$ cat config.mk
export PLATFORM = sky130hd
export DESIGN_NAME = noc_input_port_requester
export DESIGN_NICKNAME = d
export VERILOG_FILES = /design/src/rtl/noc_input_port_requester.sv
export SDC_FILE = /design/constraint.sdc
export NUM_CORES = 1
export LEC_CHECK = 0
export ABC_AREA = 1
export BUFFER_PORTS_ARGS = -buffer_cell sky130_fd_sc_hd__buf_2
export CORE_MARGIN = 2
export CORE_UTILIZATION = 34
export CTS_BUF_LIST = sky130_fd_sc_hd__clkbuf_8
export CTS_CLUSTER_SIZE = 30
export DETAILED_ROUTE_END_ITERATION = 10
export PLACE_DENSITY_LB_ADDON = 0.08
export SLEW_MARGIN = 20
export SYNTH_ARGS = -nofsm -noshare
export SYNTH_HDL_FRONTEND = slang
export SYNTH_SLANG_ARGS = --single-unit
export TNS_END_PERCENT = 1
$ cat constraint.sdc
create_clock -name clk -period 2.8 [get_ports clk]
set_input_delay 0.28 -clock clk [delete_from_list [all_inputs] [get_ports clk]]
set_output_delay 0.28 -clock clk [all_outputs]
set_load 0.02 [all_outputs]
$ cat src/rtl/noc_input_port_requester.sv
// rtl/noc_input_port_requester.sv - Mesh switch input port: flit buffer, XY route decode, path reservation and forwarding
//
// Purpose:
//   Buffers upstream flits, decodes the destination of the head flit with
//   XY routing, reserves an output path from the switch matrix controller,
//   streams the packet to the mux switch and releases the path after the tail.
//   Packets addressed to this node are ejected on the local port instead.
//
// Ports:
//   clk, rst                  clock, asynchronous active-low reset
//   in_data/in_valid/in_ready upstream flit stream into the input buffer
//   routeReserveRequestValid  reservation request toward the matrix controller
//   routeReserveRequest       requested direction (0 N, 1 S, 2 W, 3 E)
//   routeReserveStatus        grant pulse, honoured only while requesting
//   routeRelieve              one-cycle path release after the tail flit
//   sw_data/sw_valid/sw_ready flit stream toward the mux switch
//   local_*                   ejection stream for packets addressed here
//   timeout_flag              sticky grant-timeout indicator (ROUTE_TIMEOUT_EN only)
//
// Build option:
//   ROUTE_TIMEOUT_EN - re-issue the reservation request after TIMEOUT_CYCLES
//                      without a grant and expose timeout_flag.

module noc_input_port_requester #(
    parameter int N              = 4,
    parameter int DATA_WIDTH     = 8,
    parameter int REQUEST_WIDTH  = 2,
    parameter int FIFO_DEPTH     = 4,
    parameter int NODE_X         = 0,
    parameter int NODE_Y         = 0,
    parameter int TIMEOUT_CYCLES = 16
) (
    input  logic                     clk,
    input  logic                     rst,
    input  logic [DATA_WIDTH-1:0]    in_data,
    input  logic                     in_valid,
    output logic                     in_ready,
    output logic                     routeReserveRequestValid,
    output logic [REQUEST_WIDTH-1:0] routeReserveRequest,
    input  logic                     routeReserveStatus,
    output logic                     routeRelieve,
    output logic [DATA_WIDTH-1:0]    sw_data,
    output logic                     sw_valid,
    input  logic                     sw_ready,
    output logic [DATA_WIDTH-1:0]    local_data,
    output logic                     local_valid,
    input  logic                     local_ready
`ifdef ROUTE_TIMEOUT_EN
    ,
    output logic                     timeout_flag
`endif
);

    localparam int C  = $clog2(N);
    localparam int AW = $clog2(FIFO_DEPTH);

    localparam logic [C-1:0] NODE_X_C = C'(NODE_X);
    localparam logic [C-1:0] NODE_Y_C = C'(NODE_Y);

    localparam logic [REQUEST_WIDTH-1:0] DIR_NORTH = REQUEST_WIDTH'(0);
    localparam logic [REQUEST_WIDTH-1:0] DIR_SOUTH = REQUEST_WIDTH'(1);
    localparam logic [REQUEST_WIDTH-1:0] DIR_WEST  = REQUEST_WIDTH'(2);
    localparam logic [REQUEST_WIDTH-1:0] DIR_EAST  = REQUEST_WIDTH'(3);

    // Elaboration-time guard against unusable parameter combinations.
    if (FIFO_DEPTH < 2 || (FIFO_DEPTH & (FIFO_DEPTH - 1)) != 0 ||
        TIMEOUT_CYCLES < 1 || TIMEOUT_CYCLES > 255 ||
        DATA_WIDTH < 2 + 2 * C) begin : g_param_check
        $error("noc_input_port_requester: invalid parameter set");
    end

    typedef enum logic [2:0] {
        S_IDLE,
        S_REQUEST,
        S_FORWARD,
        S_EJECT,
        S_RELIEVE
    } state_t;

    // ------------------------------------------------------------------
    // Input buffer. Pointers carry one extra wrap bit to tell full from empty.
    // ------------------------------------------------------------------
    logic [DATA_WIDTH-1:0] mem_q [FIFO_DEPTH];
    logic [DATA_WIDTH-1:0] mem_d [FIFO_DEPTH];
    logic [AW:0]           wr_ptr_q, wr_ptr_d;
    logic [AW:0]           rd_ptr_q, rd_ptr_d;
    logic                  empty, full, wr_en, rd_en;
    logic [DATA_WIDTH-1:0] head_flit;
    logic                  head_is_head, head_is_tail;

    assign empty     = (wr_ptr_q == rd_ptr_q);
    assign full      = (wr_ptr_q[AW] != rd_ptr_q[AW]) &&
                       (wr_ptr_q[AW-1:0] == rd_ptr_q[AW-1:0]);
    assign head_flit = mem_q[rd_ptr_q[AW-1:0]];

    // Type field: bit DW-2 marks a head (01/11), bit DW-1 marks a tail (10/11).
    assign head_is_head = head_flit[DATA_WIDTH-2];
    assign head_is_tail = head_flit[DATA_WIDTH-1];

    // Held low while reset is asserted so every output reads 0 in reset.
    assign in_ready = rst && !full;
    assign wr_en    = in_valid && in_ready;

    // ------------------------------------------------------------------
    // XY route decode of the flit currently at the buffer head.
    // ------------------------------------------------------------------
    logic [C-1:0]             dest_x, dest_y;
    logic [REQUEST_WIDTH-1:0] route_dir;
    logic                     route_local;

    assign dest_x = head_flit[DATA_WIDTH-3 -: C];
    assign dest_y = head_flit[DATA_WIDTH-3-C -: C];

    always_comb begin
        route_dir   = DIR_NORTH;
        route_local = 1'b0;
        if (dest_x > NODE_X_C) begin
            route_dir = DIR_EAST;
        end else if (dest_x < NODE_X_C) begin
            route_dir = DIR_WEST;
        end else if (dest_y > NODE_Y_C) begin
            route_dir = DIR_SOUTH;
        end else if (dest_y < NODE_Y_C) begin
            route_dir = DIR_NORTH;
        end else begin
            route_local = 1'b1;
        end
    end

    // ------------------------------------------------------------------
    // Control FSM with registered request/relieve outputs.
    // ------------------------------------------------------------------
    state_t                   state_q, state_d;
    logic                     req_valid_q, req_valid_d;
    logic [REQUEST_WIDTH-1:0] req_dir_q, req_dir_d;
    logic                     relieve_q, relieve_d;
    logic                     grant, sw_xfer, local_xfer, discard;

`ifdef ROUTE_TIMEOUT_EN
    logic [7:0] to_cnt_q, to_cnt_d;
    logic       timeout_flag_q, timeout_flag_d;
`endif

    assign sw_valid    = (state_q == S_FORWARD) && !empty;
    assign sw_data     = (state_q == S_FORWARD) ? head_flit : '0;
    assign local_valid = (state_q == S_EJECT) && !empty;
    assign local_data  = (state_q == S_EJECT) ? head_flit : '0;

    assign sw_xfer    = sw_valid && sw_ready;
    assign local_xfer = local_valid && local_ready;
    // A stray body/tail flit with no preceding head can never be routed.
    assign discard    = (state_q == S_IDLE) && !empty && !head_is_head;
    assign rd_en      = sw_xfer || local_xfer || discard;

    // Grants are only meaningful while the request is actually on the wire.
    assign grant = (state_q == S_REQUEST) && req_valid_q && routeReserveStatus;

    always_comb begin
        mem_d = mem_q;
        if (wr_en) begin
            mem_d[wr_ptr_q[AW-1:0]] = in_data;
        end
        wr_ptr_d = wr_ptr_q + (AW+1)'(wr_en);
        rd_ptr_d = rd_ptr_q + (AW+1)'(rd_en);
    end

    always_comb begin
        state_d = state_q;
        case (state_q)
            S_IDLE: begin
                if (!empty && head_is_head) begin
                    state_d = route_local ? S_EJECT : S_REQUEST;
                end
            end
            S_REQUEST: begin
                if (grant) begin
                    state_d = S_FORWARD;
                end
            end
            S_FORWARD: begin
                if (sw_xfer && head_is_tail) begin
                    state_d = S_RELIEVE;
                end
            end
            S_EJECT: begin
                if (local_xfer && head_is_tail) begin
                    state_d = S_IDLE;
                end
            end
            S_RELIEVE: begin
                state_d = S_IDLE;
            end
            default: begin
                state_d = S_IDLE;
            end
        endcase

        req_valid_d = (state_d == S_REQUEST);
        if (state_d == S_REQUEST) begin
            // Direction is captured on entry and held for the whole request.
            req_dir_d = (state_q == S_IDLE) ? route_dir : req_dir_q;
        end else begin
            req_dir_d = '0;
        end
        relieve_d = (state_d == S_RELIEVE);

`ifdef ROUTE_TIMEOUT_EN
        to_cnt_d       = '0;
        timeout_flag_d = timeout_flag_q;
        if (state_q == S_REQUEST && state_d == S_REQUEST && req_valid_q) begin
            if (to_cnt_q == 8'(TIMEOUT_CYCLES - 1)) begin
                // Drop the request for one cycle, then re-issue it.
                req_valid_d    = 1'b0;
                timeout_flag_d = 1'b1;
            end else begin
                to_cnt_d = to_cnt_q + 8'd1;
            end
        end
`endif
    end

    always_ff @(posedge clk or negedge rst) begin
        if (!rst) begin
            for (int i = 0; i < FIFO_DEPTH; i++) begin
                mem_q[i] <= '0;
            end
            wr_ptr_q    <= '0;
            rd_ptr_q    <= '0;
            state_q     <= S_IDLE;
            req_valid_q <= 1'b0;
            req_dir_q   <= '0;
            relieve_q   <= 1'b0;
`ifdef ROUTE_TIMEOUT_EN
            to_cnt_q       <= '0;
            timeout_flag_q <= 1'b0;
`endif
        end else begin
            mem_q       <= mem_d;
            wr_ptr_q    <= wr_ptr_d;
            rd_ptr_q    <= rd_ptr_d;
            state_q     <= state_d;
            req_valid_q <= req_valid_d;
            req_dir_q   <= req_dir_d;
            relieve_q   <= relieve_d;
`ifdef ROUTE_TIMEOUT_EN
            to_cnt_q       <= to_cnt_d;
            timeout_flag_q <= timeout_flag_d;
`endif
        end
    end

    assign routeReserveRequestValid = req_valid_q;
    assign routeReserveRequest      = req_dir_q;
    assign routeRelieve             = relieve_q;
`ifdef ROUTE_TIMEOUT_EN
    assign timeout_flag = timeout_flag_q;
`endif

endmodule
==> run_results.csv <==
group,metric,value,unit
timing,min_period,2110,ps
cts,tritoncts.num_buffers,5,
global_routing,global_route_wire_length_before_repair,8620,um
place,place.detailed.instances,382,
die,dieArea,7450,um2
routing,vias_per_cell,4.62,
finish,post_route_cells_drive_above_1_share,0.226,
logic_synthesis,syn_inst,273,
timing,slew_headroom,0.577,
timing,post-route-period-util,0.754,
cts,clock_tree.root_cell,"sky130_fd_sc_hd__clkbuf_8",
die,core.rowCount,30,
die,floorplan.io_pins,37,
finish,fin_nets,327,
routing,finalWirelength,5140,um
cts,clock-sinks,45,
die,floorplan.core_area,6680,um2
logic_synthesis,synth_sequential_area_ratio,0.489,
cts,post-cts-setup-buffers,0,
logic_synthesis,synthDistinctLibCells,25,
die,dieWidth,86.3,um
timing,final-max-slew-violation-count,0,
worst_setup_path,worst-endpoint-required,3000,ps
routing,vias,1801,
worst_setup_path,worst_ep_arrival_time,2310,ps
place,portBuffers,36,
logic_synthesis,synth_register_bits,45,
place,post-dp-hpwl,3740,um
power_and_ir_drop,ir_worst_vdd,0.395,mV
worst_setup_path,end_kind,"register",
timing,timing_worst_slew_pin_value,629,ps
routing,drt_first_iter_violations,74,
worst_setup_path,cp_max_fo,11,
global_routing,grt.total_usage,0.151,
cts,cts_hold_buf,0,
routing,drc_errors,0,
cts,cts_tree,"yes",
place,rd_place_congestion,0.789,
flow_run,max_cap_viol_count,0,
worst_setup_path,critPathKind,"register to register",
power_and_ir_drop,power-per-cell-area,1190,nW/um2
status,status,"complete, no violations",
logic_synthesis,synth.cell_area,2300,um2
timing,fmax,474,MHz
routing,antenna_violating_nets_post_route,0,
timing,finalClockSkew,10.9,ps
cts,post_cts.resized_instances,0,
timing,grt_setup_unrepaired,"false",
logic_synthesis,synthesis.area_per_instance,8.44,um2
timing,final-setup-viol-count,0,
cts,clockBufferDepth,2,
routing,drt_pass1_iterations,4,
logic_synthesis,synth_fp_nets,291,
die,fp.dieH,86.3,um
global_routing,grt_antenna_before_repair,0,
power_and_ir_drop,p_leak,1.38,nW
cts,worst_skew_pair.late_latency,300,ps
finish,layout-area-overhead-vs-synth,14.0,%
timing,hold_viol,0,
logic_synthesis,synth_top_cell_by_area,"sky130_fd_sc_hd__dfrtp_1",
worst_setup_path,start_kind,"register",
timing,setup_tns_final,0,ps
routing,routedWlPerCell,13.2,um
global_routing,grt_max_degree,46,
die,start_util,0.345,
global_routing,grt_remaining_overflow,0,
cts,worst_setup_hold_path_clk_slew,90,ps
min_path,hold_class,"input port to async pin",
cts,cts.htree.levels,2,
logic_synthesis,synth_warn,0,
global_routing,number_of_global_route_vias_before_repair,1685,
logic_synthesis,synth_largest_type_area_fraction,0.489,
finish,insertedDiodeCount,0,
logic_synthesis,post_synth_main_area_contributors,"sky130_fd_sc_hd__dfrtp_1 (49%), sky130_fd_sc_hd__nand2_1 (13%), sky130_fd_sc_hd__o21ai_1 (4.8%)",
finish,instances_no_fill,390,
per-layer routing:
layer,GRT usage,routed length [um]
met4,0.0426,56
met1,0.219,2620
met3,0.0343,209
met2,0.227,2250
met5,0,0
path summary, 6_finish.rpt:
check | startpoint | end | slack [ps] | depth (start not counted)
max | rd_ptr_q[1] | rd_ptr_q[2] | 690 | 11
min | rst | wr_ptr_q[1] | 110 | 2
max reg2reg | rd_ptr_q[1] | rd_ptr_q[2] | 690 | 11
min reg2reg | mem_q[11] | mem_q[11] | 490 | 2
max in group asynchronous | rst | mem_q[29] | 2280 | 2
min in group clk | in_data[2] | mem_q[10] | 280 | 3
area by class of cell:
type                    count  area (um2)
well taps                  80         100
clock buffers               6        82.6
clock inverters             2        13.8
inverters                  30         113
multi-input cells         189         996
repair buffers             38         195
fillers                   712        4060
flip-flops and latches     45        1130
where the power goes:
group | switching (mW) | internal (mW)
clock network | 0.236 | 0.201
registers | 0.222 | 0.940
logic | 0.991 | 0.527
total | 1.45 | 1.67
worst max-delay path, stage by stage, from the launching register on:
cell and delay (ps):
sky130_fd_sc_hd__dfrtp_1 500, sky130_fd_sc_hd__inv_1 320, sky130_fd_sc_hd__nand2_1 110, sky130_fd_sc_hd__nand2_2 100, sky130_fd_sc_hd__nand3_1 170, sky130_fd_sc_hd__nand2_1 110, sky130_fd_sc_hd__inv_1 50, sky130_fd_sc_hd__nand2_1 60
sky130_fd_sc_hd__nand3_1 80, sky130_fd_sc_hd__ha_1 190, sky130_fd_sc_hd__ha_1 190, sky130_fd_sc_hd__xor2_1 140
cells in the mapped netlist:
master                    instances
sky130_fd_sc_hd__buf_2            5
sky130_fd_sc_hd__a32o_1           2
sky130_fd_sc_hd__nand4_1          3
sky130_fd_sc_hd__a21oi_1          4
sky130_fd_sc_hd__nor3_1           3
sky130_fd_sc_hd__o21ai_0          2
sky130_fd_sc_hd__o21ai_1         22
sky130_fd_sc_hd__nand3_2          1
sky130_fd_sc_hd__dfrtp_1         45
sky130_fd_sc_hd__nand3_4          4
sky130_fd_sc_hd__ha_1             4
sky130_fd_sc_hd__o22ai_1          1
sky130_fd_sc_hd__xnor2_1          1
sky130_fd_sc_hd__inv_1           27
sky130_fd_sc_hd__nor2_8           1
sky130_fd_sc_hd__inv_2            3
sky130_fd_sc_hd__nand2_2          4
sky130_fd_sc_hd__and2_1           1
sky130_fd_sc_hd__nand3_1         18
sky130_fd_sc_hd__o21ai_2         10
sky130_fd_sc_hd__nand2_4          1
sky130_fd_sc_hd__xor2_1           3
sky130_fd_sc_hd__buf_6            4
sky130_fd_sc_hd__nor2_1          23
sky130_fd_sc_hd__nand2_1         81
cell usage in the layout (no fill, tap or decap):
| cell type | instances |
|---|---|
| sky130_fd_sc_hd__xnor2_1 | 1 |
| sky130_fd_sc_hd__nand3_4 | 4 |
| sky130_fd_sc_hd__nand3_1 | 18 |
| sky130_fd_sc_hd__o21ai_0 | 2 |
| sky130_fd_sc_hd__nor2_1 | 23 |
| sky130_fd_sc_hd__nor2_8 | 1 |
| sky130_fd_sc_hd__xor2_1 | 3 |
| sky130_fd_sc_hd__dfrtp_1 | 45 |
| sky130_fd_sc_hd__clkbuf_8 | 6 |
| sky130_fd_sc_hd__clkinv_2 | 1 |
| sky130_fd_sc_hd__o22ai_1 | 1 |
| sky130_fd_sc_hd__nand2_4 | 1 |
| sky130_fd_sc_hd__o21ai_2 | 10 |
| sky130_fd_sc_hd__clkinv_4 | 1 |
| sky130_fd_sc_hd__and2_1 | 1 |
| sky130_fd_sc_hd__a32o_1 | 2 |
| sky130_fd_sc_hd__nand2_1 | 81 |
| sky130_fd_sc_hd__nand3_2 | 1 |
| sky130_fd_sc_hd__nand2_2 | 4 |
| sky130_fd_sc_hd__nand4_1 | 3 |
| sky130_fd_sc_hd__ha_1 | 4 |
| sky130_fd_sc_hd__nor3_1 | 3 |
| sky130_fd_sc_hd__inv_1 | 27 |
| sky130_fd_sc_hd__o21ai_1 | 22 |
| sky130_fd_sc_hd__buf_2 | 36 |
| sky130_fd_sc_hd__inv_2 | 3 |
| sky130_fd_sc_hd__a21oi_1 | 4 |
| sky130_fd_sc_hd__buf_4 | 2 |
kinds of logic (layout without fill, tap and decap cells):
logic type      Yosys count  in the layout  share of synthesized area
buf+inv                  39             76                     0.0793
xor+xnor                  4              4                     0.0152
simple gates            140            140                      0.285
fa+ha+maj                 4              4                     0.0217
flops                    45             45                      0.489
compound gates           41             41                      0.110
through the flow:
stage                     power, mW  utilization  worst slack (ps)  hold WS [ps]  instance area [um2]
after global placement         2.71        0.379               755           471                 2530
after floorplan                2.32            -               976         -15.6                 2300
after CTS                      3.16        0.393               663           141                 2630
final                          3.12        0.393               689           106                 2630
after detailed placement       2.72        0.379               686           471                 2530
after global routing           3.43        0.393               381           171                 2630
registers in the layout, summed over array words and instances (netlist names):
register / count
mem_q: 32
rd_ptr_q: 3
routeRelieve: 1
routeReserveRequest: 2
routeReserveRequestValid: 1
state_q: 3
wr_ptr_q: 3
No activity file was read; power rests on OpenSTA's default activity.
